`config.mk`:
```
export PLATFORM = sky130hd
export DESIGN_NAME = score_bcd_counter
export DESIGN_NICKNAME = d
export VERILOG_FILES = /design/src/rtl/score_bcd_counter.sv
export SDC_FILE = /design/constraint.sdc
export NUM_CORES = 1
export LEC_CHECK = 0
export BUFFER_PORTS_ARGS = -buffer_cell sky130_fd_sc_hd__buf_2
export CORE_ASPECT_RATIO = 1.25
export CORE_UTILIZATION = 52
export DETAILED_ROUTE_END_ITERATION = 8
export PLACE_DENSITY = 0.73
export SLEW_MARGIN = 20
export SYNTH_ARGS = -nofsm -noshare
export SYNTH_HDL_FRONTEND = slang
export SYNTH_SLANG_ARGS = --single-unit
```
`constraint.sdc`:
```
create_clock -name clk -period 1.8 [get_ports clk]
set_input_delay 0.18 -clock clk [delete_from_list [all_inputs] [get_ports clk]]
set_output_delay 0.18 -clock clk [all_outputs]
set_load 0.1 [all_outputs]
```
`src/rtl/score_bcd_counter.sv`:
```
// Three-digit BCD score counter with frame-synchronised display and sticky overflow.
// Optional macro SCORE_SATURATE_EN: inc at 999 holds the count instead of wrapping to 000.
module score_bcd_counter #(
   parameter int FRAME_SYNC = 1
) (
   input  logic       clk,
   input  logic       rst_n,
   input  logic       inc,
   input  logic       dec,
   input  logic       clr,
   input  logic       frame_tick,
   output logic [3:0] dig0,
   output logic [3:0] dig1,
   output logic [3:0] dig2,
   output logic       ovf,
   output logic       upd
);

   localparam logic [11:0] BCD_ZERO = 12'h000;
   localparam logic [11:0] BCD_MAX  = 12'h999;

   logic [11:0] live_q, live_d;
   logic [11:0] disp_q, disp_d;
   logic        ovf_q, ovf_d;
   logic        upd_q, upd_d;

   function automatic logic [11:0] bcd_inc(input logic [11:0] v);
      logic [11:0] r;
      logic        c;
      r = v;
      c = 1'b1;
      for (int i = 0; i < 3; i++) begin
         if (c) begin
            if (r[i*4 +: 4] == 4'd9) begin
               r[i*4 +: 4] = 4'd0;
               c = 1'b1;
            end else begin
               r[i*4 +: 4] = r[i*4 +: 4] + 4'd1;
               c = 1'b0;
            end
         end else begin
            r[i*4 +: 4] = r[i*4 +: 4];
         end
      end
      return r;
   endfunction

   function automatic logic [11:0] bcd_dec(input logic [11:0] v);
      logic [11:0] r;
      logic        b;
      r = v;
      b = 1'b1;
      for (int i = 0; i < 3; i++) begin
         if (b) begin
            if (r[i*4 +: 4] == 4'd0) begin
               r[i*4 +: 4] = 4'd9;
               b = 1'b1;
            end else begin
               r[i*4 +: 4] = r[i*4 +: 4] - 4'd1;
               b = 1'b0;
            end
         end else begin
            r[i*4 +: 4] = r[i*4 +: 4];
         end
      end
      return r;
   endfunction

   // Live count and overflow next-state, clr has highest priority
   always_comb begin
      live_d = live_q;
      ovf_d  = ovf_q;
      if (clr) begin
         live_d = BCD_ZERO;
         ovf_d  = 1'b0;
      end else if (inc && dec) begin
         live_d = live_q;
      end else if (inc) begin
         if (live_q == BCD_MAX) begin
`ifdef SCORE_SATURATE_EN
            live_d = BCD_MAX;
`else
            live_d = BCD_ZERO;
`endif
            ovf_d  = 1'b1;
         end else begin
            live_d = bcd_inc(live_q);
         end
      end else if (dec) begin
         if (live_q == BCD_ZERO) begin
            live_d = BCD_ZERO;
         end else begin
            live_d = bcd_dec(live_q);
         end
      end else begin
         live_d = live_q;
      end
   end

   // Display load point: the pre-update live count, on frame_tick or every cycle
   always_comb begin
      disp_d = disp_q;
      upd_d  = 1'b0;
      if (FRAME_SYNC != 0) begin
         if (frame_tick) begin
            disp_d = live_q;
            upd_d  = (live_q != disp_q);
         end else begin
            disp_d = disp_q;
            upd_d  = 1'b0;
         end
      end else begin
         disp_d = live_q;
         upd_d  = (live_q != disp_q);
      end
   end

   // State registers
   always_ff @(posedge clk or negedge rst_n) begin
      if (!rst_n) begin
         live_q <= BCD_ZERO;
         disp_q <= BCD_ZERO;
         ovf_q  <= 1'b0;
         upd_q  <= 1'b0;
      end else begin
         live_q <= live_d;
         disp_q <= disp_d;
         ovf_q  <= ovf_d;
         upd_q  <= upd_d;
      end
   end

   assign dig0 = disp_q[3:0];
   assign dig1 = disp_q[7:4];
   assign dig2 = disp_q[11:8];
   assign ovf  = ovf_q;
   assign upd  = upd_q;

endmodule

```
* Word-level counts from Yosys, hierarchy flattened *
Index checks and enable logic that the tools add are counted.

storage, ports and cells
  register bits = 26
  output and inout port bits = 14
  word-level logic and storage cells = 79

operators by class
  $add $sub $neg = 6
  equal/unequal tests = 8
  mux-type cells = 45
  reduce and logical (&&, ||, !) cells = 14

operator list
  cell                    number
  $mux W12                6
  $mux W4                 10
  $mux W1                 29
  $add A4 B1 Y4 const B   3
  $eq A12 B12 Y1 const B  1
  $eq A4 B4 Y1 const B    3
  $logic_not A12 Y1       1
  $logic_not A4 Y1        3
  $ne A12 B12 Y1          1
  $sub A4 B1 Y4 const B   3
  $ne A4 B1 Y1 const B    2
  $reduce_and A4 Y1       2
  $reduce_bool A4 Y1      2
  $reduce_bool A2 Y1      2
  $reduce_and A3 Y1       1
  $reduce_bool A3 Y1      1
  $ne A2 B2 Y1 const B    1
  $reduce_and A2 Y1       1
  $logic_and A1 B1 Y1     1

* Depth between registers and ports, before layout *
  depth after elaboration = 19
  mapped depth = 8
  mapped depth without buffers = 7

* Least setup slack after synthesis *
No wires, ideal clock.

  kind = reg2reg
  start point = register live_q[4]
  end point = register live_q[10]
  data arrival time = 1.825 ns
  data required time = 1.679 ns
  slack = -0.146 ns
  cell stages (with the launch flop) = 9
  path buffers = 1
  period minus slack after synthesis = 1.946 ns
  path through = dfrtp_1 -> inv_1 -> ha_1 -> or3b_4 -> nand2_2 -> and4_1 -> buf_6 -> o211ai_2 -> a22o_1

between the ends
  cells in the longest elaborated chain, start to end = 10
  elaborated cells on any way between the ends = 26
  classes of those cells = 3 x eq/ne; 19 x mux; 4 x reduce/logical

ends and longest elaborated chain
  element                              RTL line  source
  start: declaration                   22        logic [11:0] live_q, live_d;
  start signal: assignment             126       live_q <= live_d;
  $logic_not A4 Y1                     55        if (r[i*4 +: 4] == 4'd0) begin
  $mux W1                              55
  $mux W1                              54        if (b) begin
  $mux W1                              90        if (live_q == BCD_ZERO) begin
  $mux W1                              89        end else if (dec) begin
  $mux W1                              78        end else if (inc) begin
  $mux W1                              76        end else if (inc && dec) begin
  $mux W1                              73        if (clr) begin
  $reduce_bool A4 Y1 (no source line)  --
  $reduce_and A4 Y1 (no source line)   --

Several ways; a longest one is shown, not always the timed one. The select of a mux whose other input is x is not followed.
A chain may end at the register's enable or synchronous reset.

* Worst setup path in the final report *
  start point = register live_q[4]
  end point = register live_q[3]

between the ends
  cells in the longest elaborated chain, start to end = 6
  elaborated cells on any way between the ends = 8
  classes of those cells = 1 x eq/ne; 6 x mux; 1 x reduce/logical

ends and longest elaborated chain
  element            RTL line
  $logic_not A12 Y1  90
  $mux W12           90
  $mux W12           89
  $mux W12 *         78
  $mux W12 *         76
  $mux W12 *         73

Mark *: on every way between the ends. The rest lies on a longest branch, timed or not. The select of a mux whose other input is x is not followed.

==> flow_summary_export.csv <==
group,metric,value,unit
timing,maxSlewViolCount,0,
hold_path,min_path_type,"input port to flip-flop",
worst_setup_path,critPathMaxStageDelay,0.44,ns
final_layout,antenna_cells,0,
timing,hold_viol_final,0,
floorplanning,start_util,56.26,%
synth,ys_types,47,
final_layout,layout.nets,232,
synth,synth_top_family_by_area,"compound AO/OA/AOI/OAI gates",
floorplanning,die-height,65.70,µm
timing,finalSetupViolCount,1,
worst_setup_path,critPathMaxFanout,6,
drt,wire_per_inst,16.95,µm
drt,first_iter_violations,41,
worst_setup_path,crit_path_end_kind,"flip-flop",
synth,yosys_warnings,0,
timing,fmax,552.9,MHz
drt,remaining_drc_errors,0,
global_route,grt_overflow_total,0,
timing,grt_setup_unrepaired,"yes",
global_route,grt.busiest_layer,"met2",
drt,wl,4237,µm
global_route,grt_max_degree,27,
global_route,antenna_found_initial,0,
drt,num_vias,1471,
synth,synth_xor_area_share,7.265,%
final_layout,areaGrowthSynthToFinish,28.09,%
timing,fin_crit,1.809,ns
clock_tree,cts_buffer_depth,2,
synth,synth_area_leader_cell,"dfrtp_1",
run_status,run_status,"complete, but fails checks",
timing,whs,0.08078,ns
synth,seq_area_frac_synth,38.55,%
place,io_buffers,19,
clock_tree,h-tree-depth,1,
synth,yosys.area_share.adder,8.154,%
global_route,grt_pass1_wl,6479,µm
timing,worst_slew_pin_slew,0.6169,ns
drt,via_per_inst,5.884,
timing,setup_ws,-0.008714,ns
synth,synth_fp_nets,189,
clock_tree,clock_sinks,26,
synth,synth.avg_cell_area,9.813,µm²
worst_setup_path,crit_slowest_cell,"dfrtp_2",
clock_tree,cts_made_buffers,3,
synth,synthSimpleGateAreaFrac,15.86,%
floorplanning,fp.dieW,52.96,µm
global_route,grt_pass1_vias,1451,
global_route,grtUsageMet1,31.66,%
final_layout,final_cells,250,
global_route,grtUsageTotal,25.26,%
final_layout,final_cell_mix,"dfrtp_1, buf_4, buf_2",
final_layout,drive_above_1_share,40.19,%
job,drv_cap,0,
synth,syn_area,0.001688,mm²
clock_tree,cts_tree,"done",
worst_setup_path,cp_num_buf_inv,2,
place,dpl.hpwl,3015,µm
synth,yosys_register_bits,26,
synth,synth_top_area_share,38.55,%
global_route,grtUsageMet2,43.35,%
timing,tns,-0.008714,ns
worst_setup_path,crit_family,"simple AND/OR/NAND/NOR gates",
worst_setup_path,criticalPathCategory,"flip-flop to flip-flop",
synth,async_flop_share,100.0,%
synth,synthCells,172,
synth,synth_mux_area_share,8.599,%
drt,final_antenna_net_count,0,
clock_tree,clk_pin_slew,0.15,ns
timing,fin_skew,0.002934,ns
floorplanning,pin_count,20,
synth,synth_edf_count,0,
place,globalplace.congestion,0.8217,
drt,first_pass_iters,4,
run_status,violations,"negative setup slack",
floorplanning,fp.coreArea,0.003000,mm²
worst_setup_path,cp.required,2.01,ns
synth,synthFlopType,"dfrtp_1",
floorplanning,rows,22,
timing,maxSlewHeadroom,58.87,%
floorplanning,die_area,0.003479,mm²
timing,period_share,100.5,%
synth,synth_compound_area_share,16.68,%
place,pre_cts_ws,-0.04959,ns
place,dp.cells,244,
worst_setup_path,arrival,2.02,ns
global_route,met3_usage,2.315,%
synth,synth_area_leaders,"dfrtp_1, ha_1, mux2_2",
worst_setup_path,worstSetupStartpointType,"flip-flop",
clock_tree,root_buffer,"clkbuf_4",
worst_setup_path,crit_chain,"inv_2 > ha_4 > or3b_4 > nand2_4 > buf_6 > nand3_4 > a31oi_4 > o22ai_2",
clock_tree,clock_latency,0.33,ns
[per-stage QoR]
stage               util [%]  instance area (µm²)
finish                 72.06                 2162
global route           72.06                 2162
CTS                    69.06                 2072
detailed placement     66.26                 1988
global placement       66.26                 1988
floorplan                  -                 1709
[worst register-to-register path: cells and delay by family, from the launching register on]
family / cells / cell delay, ns
adders and majority gates: 1 / 0.13
DFF: 1 / 0.44
buffers and inverters: 2 / 0.18
AOI/OAI and AO/OA: 2 / 0.30
and+or+nand+nor: 3 / 0.62
[Yosys cell counts, types with 4 or more instances]
cell type / instances
inv_1: 9
nand3_1: 4
ha_1: 11
o21ai_0: 9
o31ai_1: 4
mux2_2: 12
nand2_1: 6
xnor2_1: 14
dfrtp_1: 26
nor2_1: 15
a21oi_1: 10
[cell type report]
class	count	area (µm²)
Clock buffer	3	22.52
Clock inverter	1	30.03
Fill cell	215	838.3
Inverter	9	33.78
Multi-Input combinational cell	129	1075
Sequential cell	26	651.9
Tap cell	36	45.04
Timing Repair Buffer	46	304.0
[final timing paths]
path	from	to	slack [ns]	depth (start not counted)
hold reg to reg	ovf$_DFFE_PN0P_	ovf$_DFFE_PN0P_	0.53	2
setup reg to reg	live_q[4]$_DFFE_PN0P_	live_q[3]$_DFFE_PN0P_	-0.009	8
min in group asynchronous	rst_n	live_q[9]$_DFFE_PN0P_	0.37	2
max in group asynchronous	rst_n	live_q[4]$_DFFE_PN0P_	1.00	2
setup / recovery	live_q[4]$_DFFE_PN0P_	live_q[3]$_DFFE_PN0P_	-0.009	8
hold / removal	clr	ovf$_DFFE_PN0P_	0.08	2
[cells by family (layout without fill, tap and decap cells)]
logic type,Yosys count,in the layout
adder cells (fa/ha/maj),11,11
AND/OR/NAND/NOR,49,49
multiplexers,13,13
AO/OA/AOI/OAI,42,42
buffers and inverters,17,59
flip-flops,26,26
XOR/XNOR,14,14
[routing by layer]
layer / wire length, µm / share of wire [%]
met1: 1752 / 41
met2: 2272 / 54
met3: 126 / 3.0
met4: 85 / 2.0
met5: 0 / 0
[sequential cells by signal, indices dropped and copies added (netlist names)]
name / flops
ovf: 1
live_q: 12
upd: 1
disp_q: 12
[repair_timing]
| action | CTS | global route |
|---|---|---|
| endpoints found under the hold margin | 26 | 0 |
| gates resized for setup | 5 | 20 |
| hold buffers | 1 | 0 |
| setup buffers | 0 | 1 |
| endpoints found under the setup margin | 10 | 12 |
| pin swaps | 1 | 6 |
Power is left out: the tool's default activity adds up to more than one toggle a clock period on the data nets, which glitch-free logic cannot reach.
